$ cat config.mk
export PLATFORM = sky130hd
export DESIGN_NAME = lsu
export DESIGN_NICKNAME = d
export VERILOG_FILES = /design/src/rtl/lsu_pkg.sv /design/src/rtl/lsu_align.sv /design/src/rtl/lsu.sv
export SDC_FILE = /design/constraint.sdc
export NUM_CORES = 1
export LEC_CHECK = 0
export BUFFER_PORTS_ARGS = -buffer_cell sky130_fd_sc_hd__buf_2
export CAP_MARGIN = 20
export CORE_MARGIN = 2
export CORE_UTILIZATION = 40
export CTS_BUF_LIST = sky130_fd_sc_hd__clkbuf_8
export CTS_CLUSTER_DIAMETER = 80
export DETAILED_ROUTE_END_ITERATION = 10
export PLACE_DENSITY = 0.7
export SETUP_SLACK_MARGIN = 0.4
export SLEW_MARGIN = 10
export SYNTH_ARGS = -nofsm -noshare
export SYNTH_HDL_FRONTEND = slang
export SYNTH_SLANG_ARGS = --single-unit
$ cat constraint.sdc
create_clock -name clk -period 2.05 [get_ports clk]
set_input_delay 0.5125 -clock clk [delete_from_list [all_inputs] [get_ports clk]]
set_output_delay 0.5125 -clock clk [all_outputs]
set_load 0.1 [all_outputs]
$ cat src/rtl/lsu_pkg.sv
// Shared types, constants and lane helpers for the load/store unit.
// Build option LSU_MISALIGN_TRAP_EN (see lsu.sv) traps misaligned accesses.
package lsu_pkg;

  localparam int WSTRB_W = 4;

  typedef enum logic [1:0] {
    BYTE = 2'b00,
    HALF = 2'b01,
    WORD = 2'b10
  } lsu_size_e;

  typedef enum logic [1:0] {
    IDLE   = 2'b00,
    ACCESS = 2'b01,
    RESP   = 2'b10
  } lsu_state_e;

  // Byte enables for a store of the given size at an already size-aligned offset.
  function automatic logic [WSTRB_W-1:0] lsu_wstrb(input logic [1:0] size,
                                                   input logic [1:0] off);
    logic [WSTRB_W-1:0] strb;
    case (size)
      BYTE:    strb = 4'b0001 << off;
      HALF:    strb = 4'b0011 << {off[1], 1'b0};
      WORD:    strb = 4'b1111;
      default: strb = 4'b0000;
    endcase
    return strb;
  endfunction

  function automatic logic lsu_misaligned(input logic [1:0] size,
                                          input logic [1:0] off);
    logic mis;
    case (size)
      HALF:    mis = off[0];
      WORD:    mis = (off != 2'b00);
      default: mis = 1'b0;
    endcase
    return mis;
  endfunction

endpackage

$ cat src/rtl/lsu_align.sv
// Combinational lane logic: store replication and strobes, load shift/extract/extend.
// Offset bits below the access size are ignored, so a word always uses lane 0.
module lsu_align
  import lsu_pkg::*;
(
  input  logic [1:0]         i_size,
  input  logic [1:0]         i_offset,
  input  logic               i_we,
  input  logic               i_unsigned,
  input  logic [31:0]        i_wdata,
  input  logic [31:0]        i_rdata,
  output logic [WSTRB_W-1:0] o_wstrb,
  output logic [31:0]        o_wdata,
  output logic [31:0]        o_rdata
);

  logic [1:0]  w_off;
  logic [31:0] w_shifted;

  // Size-aligned offset.
  always_comb begin
    w_off = 2'b00;
    case (i_size)
      BYTE:    w_off = i_offset;
      HALF:    w_off = {i_offset[1], 1'b0};
      WORD:    w_off = 2'b00;
      default: w_off = 2'b00;
    endcase
  end

  // Store strobes and lane-replicated write data.
  always_comb begin
    o_wdata = i_wdata;
    if (i_we) begin
      o_wstrb = lsu_wstrb(i_size, w_off);
    end else begin
      o_wstrb = 4'b0000;
    end
    case (i_size)
      BYTE:    o_wdata = {4{i_wdata[7:0]}};
      HALF:    o_wdata = {2{i_wdata[15:0]}};
      WORD:    o_wdata = i_wdata;
      default: o_wdata = i_wdata;
    endcase
  end

  // Load data shift, extract and extend.
  always_comb begin
    w_shifted = i_rdata >> {w_off, 3'b000};
    o_rdata   = 32'h0000_0000;
    case (i_size)
      BYTE: begin
        if (i_unsigned) begin
          o_rdata = {24'h00_0000, w_shifted[7:0]};
        end else begin
          o_rdata = {{24{w_shifted[7]}}, w_shifted[7:0]};
        end
      end
      HALF: begin
        if (i_unsigned) begin
          o_rdata = {16'h0000, w_shifted[15:0]};
        end else begin
          o_rdata = {{16{w_shifted[15]}}, w_shifted[15:0]};
        end
      end
      WORD:    o_rdata = w_shifted;
      default: o_rdata = 32'h0000_0000;
    endcase
  end

endmodule

$ cat src/rtl/lsu.sv
// Load/store unit: one memory transaction per request with a bounded ready wait.
// Define LSU_MISALIGN_TRAP_EN to answer misaligned requests with an error and no access.
module lsu
  import lsu_pkg::*;
#(
  parameter int TIMEOUT_CYCLES = 255
) (
  input  logic               clk,
  input  logic               rst_n,
  input  logic               req_valid,
  output logic               req_ready,
  input  logic               req_we,
  input  logic [1:0]         req_size,
  input  logic               req_unsigned,
  input  logic [31:0]        req_addr,
  input  logic [31:0]        req_wdata,
  output logic               rsp_valid,
  output logic [31:0]        rsp_rdata,
  output logic               rsp_err,
  output logic               mem_valid,
  input  logic               mem_ready,
  output logic [31:0]        mem_addr,
  output logic [31:0]        mem_wdata,
  output logic [WSTRB_W-1:0] mem_wstrb,
  input  logic [31:0]        mem_rdata,
  output logic               busy
);

  localparam int CNT_W = (TIMEOUT_CYCLES > 1) ? $clog2(TIMEOUT_CYCLES + 1) : 1;
  localparam logic [CNT_W-1:0] TO_LAST = CNT_W'(TIMEOUT_CYCLES - 1);

  lsu_state_e         r_state;
  logic [1:0]         r_size;
  logic [1:0]         r_off;
  logic               r_we;
  logic               r_unsigned;
  logic [CNT_W-1:0]   r_cnt;
  logic               r_mem_valid;
  logic [31:0]        r_mem_addr;
  logic [31:0]        r_mem_wdata;
  logic [WSTRB_W-1:0] r_mem_wstrb;
  logic               r_rsp_valid;
  logic [31:0]        r_rsp_rdata;
  logic               r_rsp_err;

  logic               w_idle;
  logic               w_req_err;
  logic               w_timeout;
  logic [1:0]         w_al_size;
  logic [1:0]         w_al_off;
  logic [WSTRB_W-1:0] w_wstrb;
  logic [31:0]        w_wdata;
  logic [31:0]        w_rdata;

  assign w_idle    = (r_state == IDLE);
  assign req_ready = w_idle;
  assign busy      = !w_idle;

`ifdef LSU_MISALIGN_TRAP_EN
  assign w_req_err = (req_size == 2'b11) || lsu_misaligned(req_size, req_addr[1:0]);
`else
  assign w_req_err = (req_size == 2'b11);
`endif

  // Ready has priority: a handshake in the last allowed cycle is a success.
  assign w_timeout = (TIMEOUT_CYCLES != 0) && (r_cnt == TO_LAST);

  // Store lanes come from the live request in IDLE; load lanes from the captured op.
  assign w_al_size = w_idle ? req_size : r_size;
  assign w_al_off  = w_idle ? req_addr[1:0] : r_off;

  lsu_align u_align (
    .i_size     (w_al_size),
    .i_offset   (w_al_off),
    .i_we       (req_we),
    .i_unsigned (r_unsigned),
    .i_wdata    (req_wdata),
    .i_rdata    (mem_rdata),
    .o_wstrb    (w_wstrb),
    .o_wdata    (w_wdata),
    .o_rdata    (w_rdata)
  );

  // Control FSM with capture registers, wait counter and registered outputs.
  always_ff @(posedge clk or negedge rst_n) begin
    if (!rst_n) begin
      r_state     <= IDLE;
      r_size      <= 2'b00;
      r_off       <= 2'b00;
      r_we        <= 1'b0;
      r_unsigned  <= 1'b0;
      r_cnt       <= {CNT_W{1'b0}};
      r_mem_valid <= 1'b0;
      r_mem_addr  <= 32'h0000_0000;
      r_mem_wdata <= 32'h0000_0000;
      r_mem_wstrb <= 4'b0000;
      r_rsp_valid <= 1'b0;
      r_rsp_rdata <= 32'h0000_0000;
      r_rsp_err   <= 1'b0;
    end else begin
      case (r_state)
        IDLE: begin
          if (req_valid) begin
            r_size     <= req_size;
            r_off      <= req_addr[1:0];
            r_we       <= req_we;
            r_unsigned <= req_unsigned;
            r_cnt      <= {CNT_W{1'b0}};
            if (w_req_err) begin
              r_state     <= RESP;
              r_rsp_valid <= 1'b1;
              r_rsp_err   <= 1'b1;
              r_rsp_rdata <= 32'h0000_0000;
            end else begin
              r_state     <= ACCESS;
              r_mem_valid <= 1'b1;
              r_mem_addr  <= {req_addr[31:2], 2'b00};
              r_mem_wdata <= w_wdata;
              r_mem_wstrb <= w_wstrb;
            end
          end
        end
        ACCESS: begin
          if (mem_ready) begin
            r_state     <= RESP;
            r_mem_valid <= 1'b0;
            r_rsp_valid <= 1'b1;
            r_rsp_err   <= 1'b0;
            r_rsp_rdata <= r_we ? 32'h0000_0000 : w_rdata;
          end else if (w_timeout) begin
            r_state     <= RESP;
            r_mem_valid <= 1'b0;
            r_rsp_valid <= 1'b1;
            r_rsp_err   <= 1'b1;
            r_rsp_rdata <= 32'h0000_0000;
          end else begin
            r_cnt <= r_cnt + CNT_W'(1);
          end
        end
        RESP: begin
          r_state     <= IDLE;
          r_rsp_valid <= 1'b0;
          r_rsp_err   <= 1'b0;
          r_rsp_rdata <= 32'h0000_0000;
        end
        default: begin
          r_state     <= IDLE;
          r_mem_valid <= 1'b0;
          r_rsp_valid <= 1'b0;
          r_rsp_err   <= 1'b0;
        end
      endcase
    end
  end

  assign mem_valid = r_mem_valid;
  assign mem_addr  = r_mem_addr;
  assign mem_wdata = r_mem_wdata;
  assign mem_wstrb = r_mem_wstrb;
  assign rsp_valid = r_rsp_valid;
  assign rsp_rdata = r_rsp_rdata;
  assign rsp_err   = r_rsp_err;

endmodule

==> results of run 1 <==
## synth_stat cells, types with 4 or more instances
| cell type | count |
|---|---|
| dfrtp_1 | 117 |
| nand2_1 | 73 |
| o21ai_0 | 43 |
| mux2_2 | 40 |
| mux2i_1 | 18 |
| a21oi_1 | 17 |
| nand3_1 | 12 |
| buf_2 | 11 |
| clkbuf_1 | 10 |
| inv_1 | 10 |
| o211ai_1 | 10 |
| buf_4 | 9 |
| o2111ai_1 | 9 |
| o21ai_1 | 9 |
| a211oi_1 | 8 |
| a21boi_0 | 8 |
| a222oi_1 | 8 |
| a22oi_1 | 8 |
| nor2_1 | 8 |
| o221ai_1 | 7 |
| xnor2_1 | 6 |
| buf_6 | 5 |
| a32oi_1 | 4 |
## state kept, by name, summed over array words and instances (netlist names)
| signal | flops |
|---|---|
| r_we | 1 |
| mem_wdata | 32 |
| rsp_rdata | 32 |
| r_unsigned | 1 |
| mem_valid | 1 |
| rsp_valid | 1 |
| mem_addr | 30 |
| r_cnt | 8 |
| r_size | 2 |
| mem_wstrb | 4 |
| r_state | 2 |
| r_off | 2 |
| rsp_err | 1 |
## repair_timing
item	CTS	global route
pin swaps	31	39
buffers inserted	22	18
setup endpoints to repair	217	157
gates cloned	14	2
resized for setup	245	135
endpoints found under the hold margin	0	0
## routing by layer
metal | vias up | GRT usage
li1 | 2477 | -
met4 | 0 | 0.0977
met3 | 49 | 0.0599
met1 | 2756 | 0.294
met2 | 280 | 0.417
met5 | - | 0
## through the flow
step / worst slack [ns] / instances
2_1_floorplan: -0.0107 / 511
3_3_place_gp: -0.266 / 908
3_5_place_dp: -0.319 / 908
4_1_cts: -0.0449 / 976
5_1_grt: -0.156 / 996
6_report: -0.103 / 996
## cells by family (layout without fill, tap and decap cells)
kind of cell	Yosys count	in the layout	share of synthesized area
simple gates	120	121	0.104
mux	60	60	0.118
flops	117	117	0.519
compound gates	156	156	0.197
other cells	1	2	0.000664
xor+xnor	6	6	0.00931
fa+ha+maj	2	2	0.00443
buf+inv	48	352	0.0479
## worst paths after layout
| path | startpoint | end | slack (ns) | depth (start not counted) |
|---|---|---|---|---|
| setup / recovery | r_state[1] | rsp_rdata[17] | -0.10 | 8 |
| hold / removal | rst_n | mem_addr[22] | 0.02 | 1 |
| setup reg to reg | r_state[1] | rsp_rdata[17] | -0.10 | 8 |
| hold reg to reg | rsp_rdata[7] | rsp_rdata[7] | 0.47 | 2 |
| max in group asynchronous | rst_n | rsp_rdata[0] | 1.45 | 2 |
| min in group clk | req_addr[12] | mem_addr[12] | 0.31 | 2 |
## worst max-delay path: stages, from the launching register on
cell and delay, ns:
dfrtp_2 0.44, or4_4 0.55, buf_6 0.14, o31ai_4 0.08, buf_12 0.17, a32oi_4 0.13
o311ai_4 0.17, buf_12 0.18, o2111ai_1 0.13
## layout make-up
class | count | area [um^2]
clock buffers | 17 | 234
clock inverters | 15 | 211
fillers | 944 | 4090
inverters | 11 | 53.8
multi-input cells | 347 | 3150
flip-flops and latches | 117 | 2930
well taps | 180 | 225
repair buffers | 309 | 2940
==> summary.txt, run 1 <==
Yosys
  • Top cells by area, synth: dfrtp_1 52%, mux2_2 8.0%, nand2_1 4.9%, o21ai_0 3.8%, mux2i_1 3.2%
  • Cell variety after synth: 68
  • Post-Syn Area: between 5000 and 6000 um^2
  • Syn avg cell area: around 11 um^2
  • Top FF cell, synth: dfrtp_1
  • Cell count after synthesis: 510
  • Post-synth top area share: 0.519
  • Yosys reg bits: roughly 120
  • Share of async-settable or async-resettable flops after synthesis: 1.00
  • Yosys top cell by area: dfrtp_1
  • Seq/Total Area, Yosys: 0.519
  • Post-synth EDFFs: 0
  • Yosys warns: 0

Routing
  • Antenna Violating Nets Remaining: 0
  • Routed via count: 5,562
  • Routed vias/inst: roughly 5.6
  • Drc violations: 0
  • Routed wl met2: 10.5 mm
  • Met1 WL: roughly 7.6 mm
  • First-pass iteration count of the detailed router: 7
  • DRT iter0 DRCs: 485
  • WL per Instance: between 20 and 25 um
  • DR WL met3: approximately 1.4 mm
  • Total wire length: 20.0 mm
  • Highest metal used: met4

Final layout
  • Utilization after layout: 0.704
  • Fin nets: around 900
  • Most frequent cells in the layout: 116 x dfrtp_1, 102 x buf_2, 97 x buf_4
  • Commonest non-fill, non-tap cell in the layout: dfrtp_1
  • Post-route cell area: between 9000 and 10,000 um^2
  • Layout cell share with drive strength beyond 1: 0.604
  • P&R area growth vs syn: 72.5%
  • # diodes: 0

CTS
  • H-tree depth: 4
  • Clock tree sinks: 117
  • Latest clock arrival within the worst-skew pair: approximately 0.43 ns
  • CTS tree: built
  • CTS Hold Buffers Added: 0
  • CTS Buf Count: 17
  • Root buf cell: clkbuf_8
  • Clock transition at path regs: about 0.080 ns
  • Bufs on Longest Clock Path: 2

Timing
  • Final Hold Fails: 0
  • Worst clock skew: 0.0112 ns
  • Final setup viols: 18
  • Period utilization: 1.05
  • RSZ-0062 raised after global routing: yes
  • Hold WS: just under 0.02 ns
  • Period minus WS final: about 2.2 ns
  • Slew Limit Fails: 0
  • Fin Setup TNS: -0.545 ns
  • Final WS setup: -0.103 ns
  • Peak Freq: about 460 MHz

Status
  • Violated checks: setup timing
  • Outcome: complete, but fails checks

Global route
  • Antenna violations before repair: 0
  • First-pass GRT wire length: 28.0 mm
  • Total track usage: 0.244
  • Overflow after GRT: 0
  • Vias in the first global route: ~5,400
  • Maximum number of pins on one net before global-route repair: 38

Floorplan
  • Total die area: between 15,000 and 20,000 um^2
  • Number of I/O pins: about 210
  • Die H: between 100 and 150 um
  • Initial Utilization: 0.408
  • Die X: ~120 um
  • Row Count: 43
  • Core footprint: around 14,000 um^2

Setup path
  • Startpoint Class: register
  • Worst Path Arrival: approximately 2.4 ns
  • Setup CP Type: reg2reg
  • Setup crit end kind: register
  • Worst Path Required: between 2 and 2.5 ns
  • Max FO, Critical Path: 9

Flow run
  • Max-cap violations: 0

Place
  • Final GP Congestion: approximately 0.91
  • Port Buffers: around 210
  • Placed cell areas: roughly 7300 um^2
  • Dpl hpwl: approximately 12 mm

Worst hold path
  • HP Class: in2async
Power of run 1 is left out: the tool's default activity adds up to more than one toggle a clock period on the data nets, which glitch-free logic cannot reach.
==> run 2: changes to the inputs <==
--- a/config.mk
+++ b/config.mk
@@ -12,8 +12,8 @@
 export CTS_BUF_LIST = sky130_fd_sc_hd__clkbuf_8
 export CTS_CLUSTER_DIAMETER = 80
 export DETAILED_ROUTE_END_ITERATION = 10
+export GPL_ROUTABILITY_DRIVEN = 0
 export PLACE_DENSITY = 0.7
-export SETUP_SLACK_MARGIN = 0.4
 export SLEW_MARGIN = 10
 export SYNTH_ARGS = -nofsm -noshare
 export SYNTH_HDL_FRONTEND = slang
==> summary.txt, run 2 (synthesis results as in run 1) <==
Setup path
  • Worst Path Required: 2.35 ns (was 2.32 ns)
  • Startpoint Class: register (unchanged)
  • Worst Path Arrival: 2.45 ns (was 2.43 ns)
  • Bufs and invs on worst path: 4 (was 3)
  • Max FO, Critical Path: 8 (was 9)
  • Most Frequent Cell on Critical Path: buf_4 (was buf_12)
  • Setup CP Type: reg2reg (unchanged)
  • Crit path depth: 9 (was 8)
  • Setup crit end kind: register (unchanged)
  • Crit-path leading delay family: buffers and inverters (was simple AND/OR/NAND/NOR gates)
  • Worst r2r src: r_state[1] (unchanged)
  • Max incr delay on CP: 0.39 ns (was 0.55 ns)
  • CP startpoint: r_state[1] (unchanged)
  • Critical path, cell by cell: or2_4 -> inv_8 -> buf_4 -> mux2i_4 -> buf_4 -> o221ai_4 -> o211ai_4 -> clkbuf_16 -> nand3_2 (was or4_4 -> buf_6 -> o31ai_4 -> buf_12 -> a32oi_4 -> o311ai_4 -> buf_12 -> o2111ai_1)
  • Worst r2r path cells: 9 (was 8)
  • Slowest library cell on the worst path: dfrtp_1 (was or4_4)

Floorplan
  • Die X: 123 um (unchanged)
  • Total die area: 15,100 um^2 (unchanged)
  • Number of I/O pins: 209 (unchanged)
  • Die H: 123 um (unchanged)
  • Initial Utilization: 0.408 (unchanged)
  • Core footprint: 13,800 um^2 (unchanged)
  • Row Count: 43 (unchanged)

Global route
  • Overflow after GRT: 0 (unchanged)
  • Vias in the first global route: 5,084 (was 5,438)
  • Antenna violations before repair: 0 (unchanged)
  • Total track usage: 0.217 (was 0.244)
  • Maximum number of pins on one net before global-route repair: 69 (was 38)
  • First-pass GRT wire length: 25.2 mm (was 28.0 mm)

Timing
  • Final Hold Fails: 0 (unchanged)
  • Period minus WS final: 2.14 ns (was 2.15 ns)
  • Max_slew headroom: 0.649
  • RSZ-0062 raised after global routing: yes (unchanged)
  • Peak Freq: 467 MHz (was 464 MHz)
  • Slew Limit Fails: 0 (unchanged)
  • Worst clock skew: 0.0136 ns (was 0.0112 ns)
  • Period utilization: 1.04 (was 1.05)
  • Final WS setup: -0.0920 ns (was -0.103 ns)
  • Final setup viols: 32 (was 18)
  • Worst slew pin tran: ~0.52 ns

Status
  • Outcome: complete, but fails checks (unchanged)
  • Violated checks: setup timing (unchanged)

CTS
  • Latest clock arrival within the worst-skew pair: 0.44 ns (was 0.43 ns)
  • Clock transition at path regs: 0.07 ns (was 0.08 ns)
  • CTS Hold Buffers Added: 0 (unchanged)
  • CTS tree: built (unchanged)
  • H-tree depth: 4 (unchanged)
  • Bufs on Longest Clock Path: 2 (unchanged)
  • Root buf cell: clkbuf_8 (unchanged)
  • Clock tree sinks: 117 (unchanged)
  • CTS Buf Count: 17 (unchanged)

Place
  • Pre-CTS setup slack: -0.355 ns (was -0.319 ns)
  • Port Buffers: 206 (unchanged)
  • Dpl hpwl: 12.0 mm (was 12.2 mm)
  • Placed cell areas: 7220 um^2 (was 7310 um^2)
  • Placed cells: 907 (was 908)

Final layout
  • # diodes: 0 (unchanged)
  • Commonest non-fill, non-tap cell in the layout: buf_2 (was dfrtp_1)
  • Layout cell share with drive strength beyond 1: 0.496 (was 0.604)
  • Utilization after layout: 0.583 (was 0.704)
  • Fin nets: 876 (was 909)
  • Layout Cells excl Fill: 962 (was 996)
  • Post-route cell area: 8070 um^2 (was 9740 um^2)
  • P&R area growth vs syn: 42.9% (was 72.5%)
  • Most frequent cells in the layout: 204 x buf_2, 117 x dfrtp_1, 72 x nand2_1 (was 116 x dfrtp_1, 102 x buf_2, 97 x buf_4)

Routing
  • First-pass iteration count of the detailed router: 5 (was 7)
  • Routed vias/inst: 5.44 (was 5.58)
  • Routed via count: 5,233 (was 5,562)
  • Antenna Violating Nets Remaining: 0 (unchanged)
  • DRT iter0 DRCs: 398 (was 485)
  • Total wire length: 16.8 mm (was 20.0 mm)
  • Drc violations: 0 (unchanged)
  • WL per Instance: 17.5 um (was 20.0 um)

Flow run
  • Max-cap violations: 0 (unchanged)

Worst hold path
  • HP Class: in2async (unchanged)
[run 2: cell count changes in the layout (fill, tap and decap cells not counted), moves of 11 or more]
cell	before	now
o21ai_2	21	1
mux2_4	25	1
buf_6	64	11
buf_2	102	204
buf_4	97	45
buf_16	12	0
mux2_2	16	40
o21ai_0	3	34
nand2_4	12	1
nand2_1	50	72
[run 2: through the flow]
step                      TNS [ns]  hold slack (ns)
final                        -1.93           0.0702
after global routing         -4.64           0.0649
after CTS                   -0.686           0.0608
after detailed placement    -10.98            0.456
after global placement       -8.81            0.448
after floorplan            -0.0156            0.217
[run 2: layout make-up]
| class | instances | area, um^2 |
|---|---|---|
| well taps | 180 | 225 |
| multi-input cells | 346 | 2630 |
| clock inverters | 9 | 101 |
| inverters | 11 | 48.8 |
| fillers | 1173 | 5760 |
| clock buffers | 22 | 303 |
| repair buffers | 277 | 1830 |
| flip-flops and latches | 117 | 2930 |
[run 2: path summary, 6_finish.rpt]
kind                                       to  slack [ns]
worst max-delay path            rsp_rdata[31]       -0.09
worst min-delay path            mem_wdata[11]        0.07
worst max register to register  rsp_rdata[31]       -0.09
worst min register to register   rsp_rdata[7]        0.47
max in group asynchronous           r_size[1]        1.62
min in group clk                  mem_addr[3]        0.30
[run 2: metal layers]
| metal | wire length, um | vias to the layer above | share of wire | global-route usage |
|---|---|---|---|---|
| met5 | 0 | - | 0 | 0 |
| li1 | - | 2405 | - | - |
| met2 | 8350 | 270 | 0.50 | 0.367 |
| met3 | 1280 | 39 | 0.076 | 0.0525 |
| met1 | 6660 | 2519 | 0.40 | 0.263 |
| met4 | 506 | 0 | 0.030 | 0.0898 |
[run 2: timing repair]
action                                  in CTS  in global routing
endpoints found under the setup margin      45                 48
resized for setup                           34                 25
gates cloned                                 2                  3
setup buffers                               11                  9
pin swaps                                   15                 20
[run 2: worst reg2reg max path, stage by stage (launching register included)]
cell and delay [ns]:
dfrtp_1 0.39, or2_4 0.29, inv_8 0.07, buf_4 0.13, mux2i_4 0.35, buf_4 0.20
o221ai_4 0.12, o211ai_4 0.17, clkbuf_16 0.23, nand3_2 0.07
Power of run 2 is left out for the same reason.
==> run 3: changes to the inputs <==
--- a/config.mk
+++ b/config.mk
@@ -13,6 +13,7 @@
 export CTS_CLUSTER_DIAMETER = 80
 export DETAILED_ROUTE_END_ITERATION = 10
 export GPL_ROUTABILITY_DRIVEN = 0
+export MAX_ROUTING_LAYER = met4
 export PLACE_DENSITY = 0.7
 export SLEW_MARGIN = 10
 export SYNTH_ARGS = -nofsm -noshare
==> summary.txt, run 3 (synthesis results as in run 1) <==
Global route
  • Antenna violations before repair: 0 (unchanged)
  • First-pass GRT wire length: 25.3 mm (was 25.2 mm)
  • Vias in the first global route: 5,083 (was 5,084)
  • Total track usage: 0.224 (was 0.217)
  • Maximum number of pins on one net before global-route repair: 69 (unchanged)
  • Overflow after GRT: 0 (unchanged)

Worst hold path
  • HP Class: in2async (unchanged)

Timing
  • Worst clock skew: 0.0130 ns (was 0.0136 ns)
  • Fin Setup TNS: -1.82 ns (was -1.93 ns)
  • Final Hold Fails: 0 (unchanged)
  • Period minus WS final: 2.15 ns (was 2.14 ns)
  • RSZ-0062 raised after global routing: yes (unchanged)
  • Final WS setup: -0.103 ns (was -0.0920 ns)
  • Peak Freq: 465 MHz (was 467 MHz)
  • Period utilization: 1.05 (was 1.04)
  • Slew Limit Fails: 0 (unchanged)
  • Final setup viols: 31 (was 32)
  • Max_slew headroom: 0.632 (was 0.649)
  • Worst slew pin tran: 0.550 ns (was 0.523 ns)

CTS
  • CTS tree: built (unchanged)
  • CTS Buf Count: 17 (unchanged)
  • H-tree depth: 4 (unchanged)
  • Clock tree sinks: 117 (unchanged)
  • Root buf cell: clkbuf_8 (unchanged)
  • CTS Hold Buffers Added: 0 (unchanged)
  • Clock transition at path regs: 0.07 ns (about the same)
  • Latest clock arrival within the worst-skew pair: 0.44 ns (about the same)
  • Bufs on Longest Clock Path: 2 (unchanged)

Setup path
  • Most Frequent Cell on Critical Path: buf_4 (unchanged)
  • Max FO, Critical Path: 8 (unchanged)
  • Setup CP Type: reg2reg (unchanged)
  • Slowest library cell on the worst path: dfrtp_1 (unchanged)
  • Worst r2r path cells: 8 (was 9)
  • Worst Path Required: 2.40 ns (was 2.35 ns)
  • Setup crit end kind: register (unchanged)
  • Crit-path leading delay family: compound AO/OA/AOI/OAI gates (was buffers and inverters)
  • Critical path, cell by cell: or2_4 -> inv_8 -> buf_4 -> mux2_4 -> buf_4 -> a21boi_0 -> a21oi_1 -> o2111ai_2 (was or2_4 -> inv_8 -> buf_4 -> mux2i_4 -> buf_4 -> o221ai_4 -> o211ai_4 -> clkbuf_16 -> nand3_2)
  • Reg-to-reg slack, setup: -0.10 ns (was -0.09 ns)
  • Worst r2r src: r_state[1] (unchanged)
  • Bufs and invs on worst path: 3 (was 4)
  • Max incr delay on CP: 0.39 ns (about the same)
  • Reg2reg end: rsp_rdata[16] (was rsp_rdata[31])
  • Worst Path Arrival: 2.50 ns (was 2.45 ns)
  • Startpoint Class: register (unchanged)

Routing
  • DRT iter0 DRCs: 376 (was 398)
  • Antenna Violating Nets Remaining: 0 (unchanged)
  • Routed via count: 5,186 (was 5,233)
  • Routed vias/inst: 5.41 (was 5.44)
  • WL per Instance: 17.5 um (about the same)
  • First-pass iteration count of the detailed router: 5 (unchanged)
  • Drc violations: 0 (unchanged)
  • Total wire length: 16.7 mm (was 16.8 mm)

Final layout
  • Utilization after layout: 0.583 (about the same)
  • Most frequent cells in the layout: 204 x buf_2, 117 x dfrtp_1, 72 x nand2_1 (unchanged)
  • Fillers: 1,173 (unchanged)
  • Layout cell share with drive strength beyond 1: 0.504 (was 0.496)
  • Layout Cells excl Fill: 959 (was 962)
  • # diodes: 0 (unchanged)
  • Register area: 2930 um^2 (unchanged)
  • Commonest non-fill, non-tap cell in the layout: buf_2 (unchanged)
  • Fin nets: 873 (was 876)
  • P&R area growth vs syn: 42.9% (about the same)
  • Area of the multi-input gates: 2680 um^2 (was 2630 um^2)

Status
  • Outcome: complete, but fails checks (unchanged)
  • Violated checks: setup timing (unchanged)

Floorplan
  • Core footprint: 13,800 um^2 (unchanged)
  • Row Count: 43 (unchanged)
  • Total die area: 15,100 um^2 (unchanged)
  • Number of I/O pins: 209 (unchanged)
  • Die X: 123 um (unchanged)
  • Initial Utilization: 0.408 (unchanged)
  • Die H: 123 um (unchanged)

Place
  • Pre-CTS setup slack: -0.355 ns (unchanged)
  • Placed cells: 907 (unchanged)
  • Port Buffers: 206 (unchanged)
  • Dpl hpwl: 12.0 mm (unchanged)

Flow run
  • Max-cap violations: 0 (unchanged)
-- run 3: routing by layer --
metal / global-route usage / up-vias / share of wire
met5: - / - / 0
met3: 0.0516 / 36 / 0.079
li1: - / 2394 / -
met4: 0.0876 / 0 / 0.026
met2: 0.367 / 260 / 0.50
met1: 0.267 / 2496 / 0.40
-- run 3: worst max-delay path by stage --
| stage | start | endpoint | slack, ns | depth (start not counted) |
|---|---|---|---|---|
| floorplan | r_state[0] | rsp_rdata[22] | -0.01 | 8 |
| CTS | r_state[0] | rsp_rdata[26] | -0.04 | 10 |
| global route | r_state[1] | rsp_rdata[8] | -0.16 | 9 |
| finish | r_state[1] | rsp_rdata[16] | -0.10 | 8 |
| global placement | req_size[1] | rsp_rdata[22] | -0.27 | 7 |
| detailed placement | req_size[1] | rsp_rdata[21] | -0.35 | 7 |
-- run 3: final cells by class --
cell class / instances / area share
inverters: 11 / 0.00605
flip-flops and latches: 117 / 0.363
clock inverters: 9 / 0.0126
multi-input cells: 346 / 0.332
clock buffers: 22 / 0.0375
repair buffers: 274 / 0.221
well taps: 180 / 0.0279
-- run 3: repair_timing --
action,4_1_cts,5_1_grt
pin swaps,15,20
gates cloned,2,2
setup endpoints to repair,45,48
setup buffers,11,7
resized for setup,34,26
-- run 3: per-stage QoR --
step / area (um^2) / hold slack [ns]
after floorplan: 5680 / 0.217
after global placement: 7220 / 0.448
after detailed placement: 7220 / 0.456
after CTS: 7890 / 0.0608
after global routing: 8070 / 0.0644
final: 8070 / 0.0685
Power of run 3 is left out for the same reason.
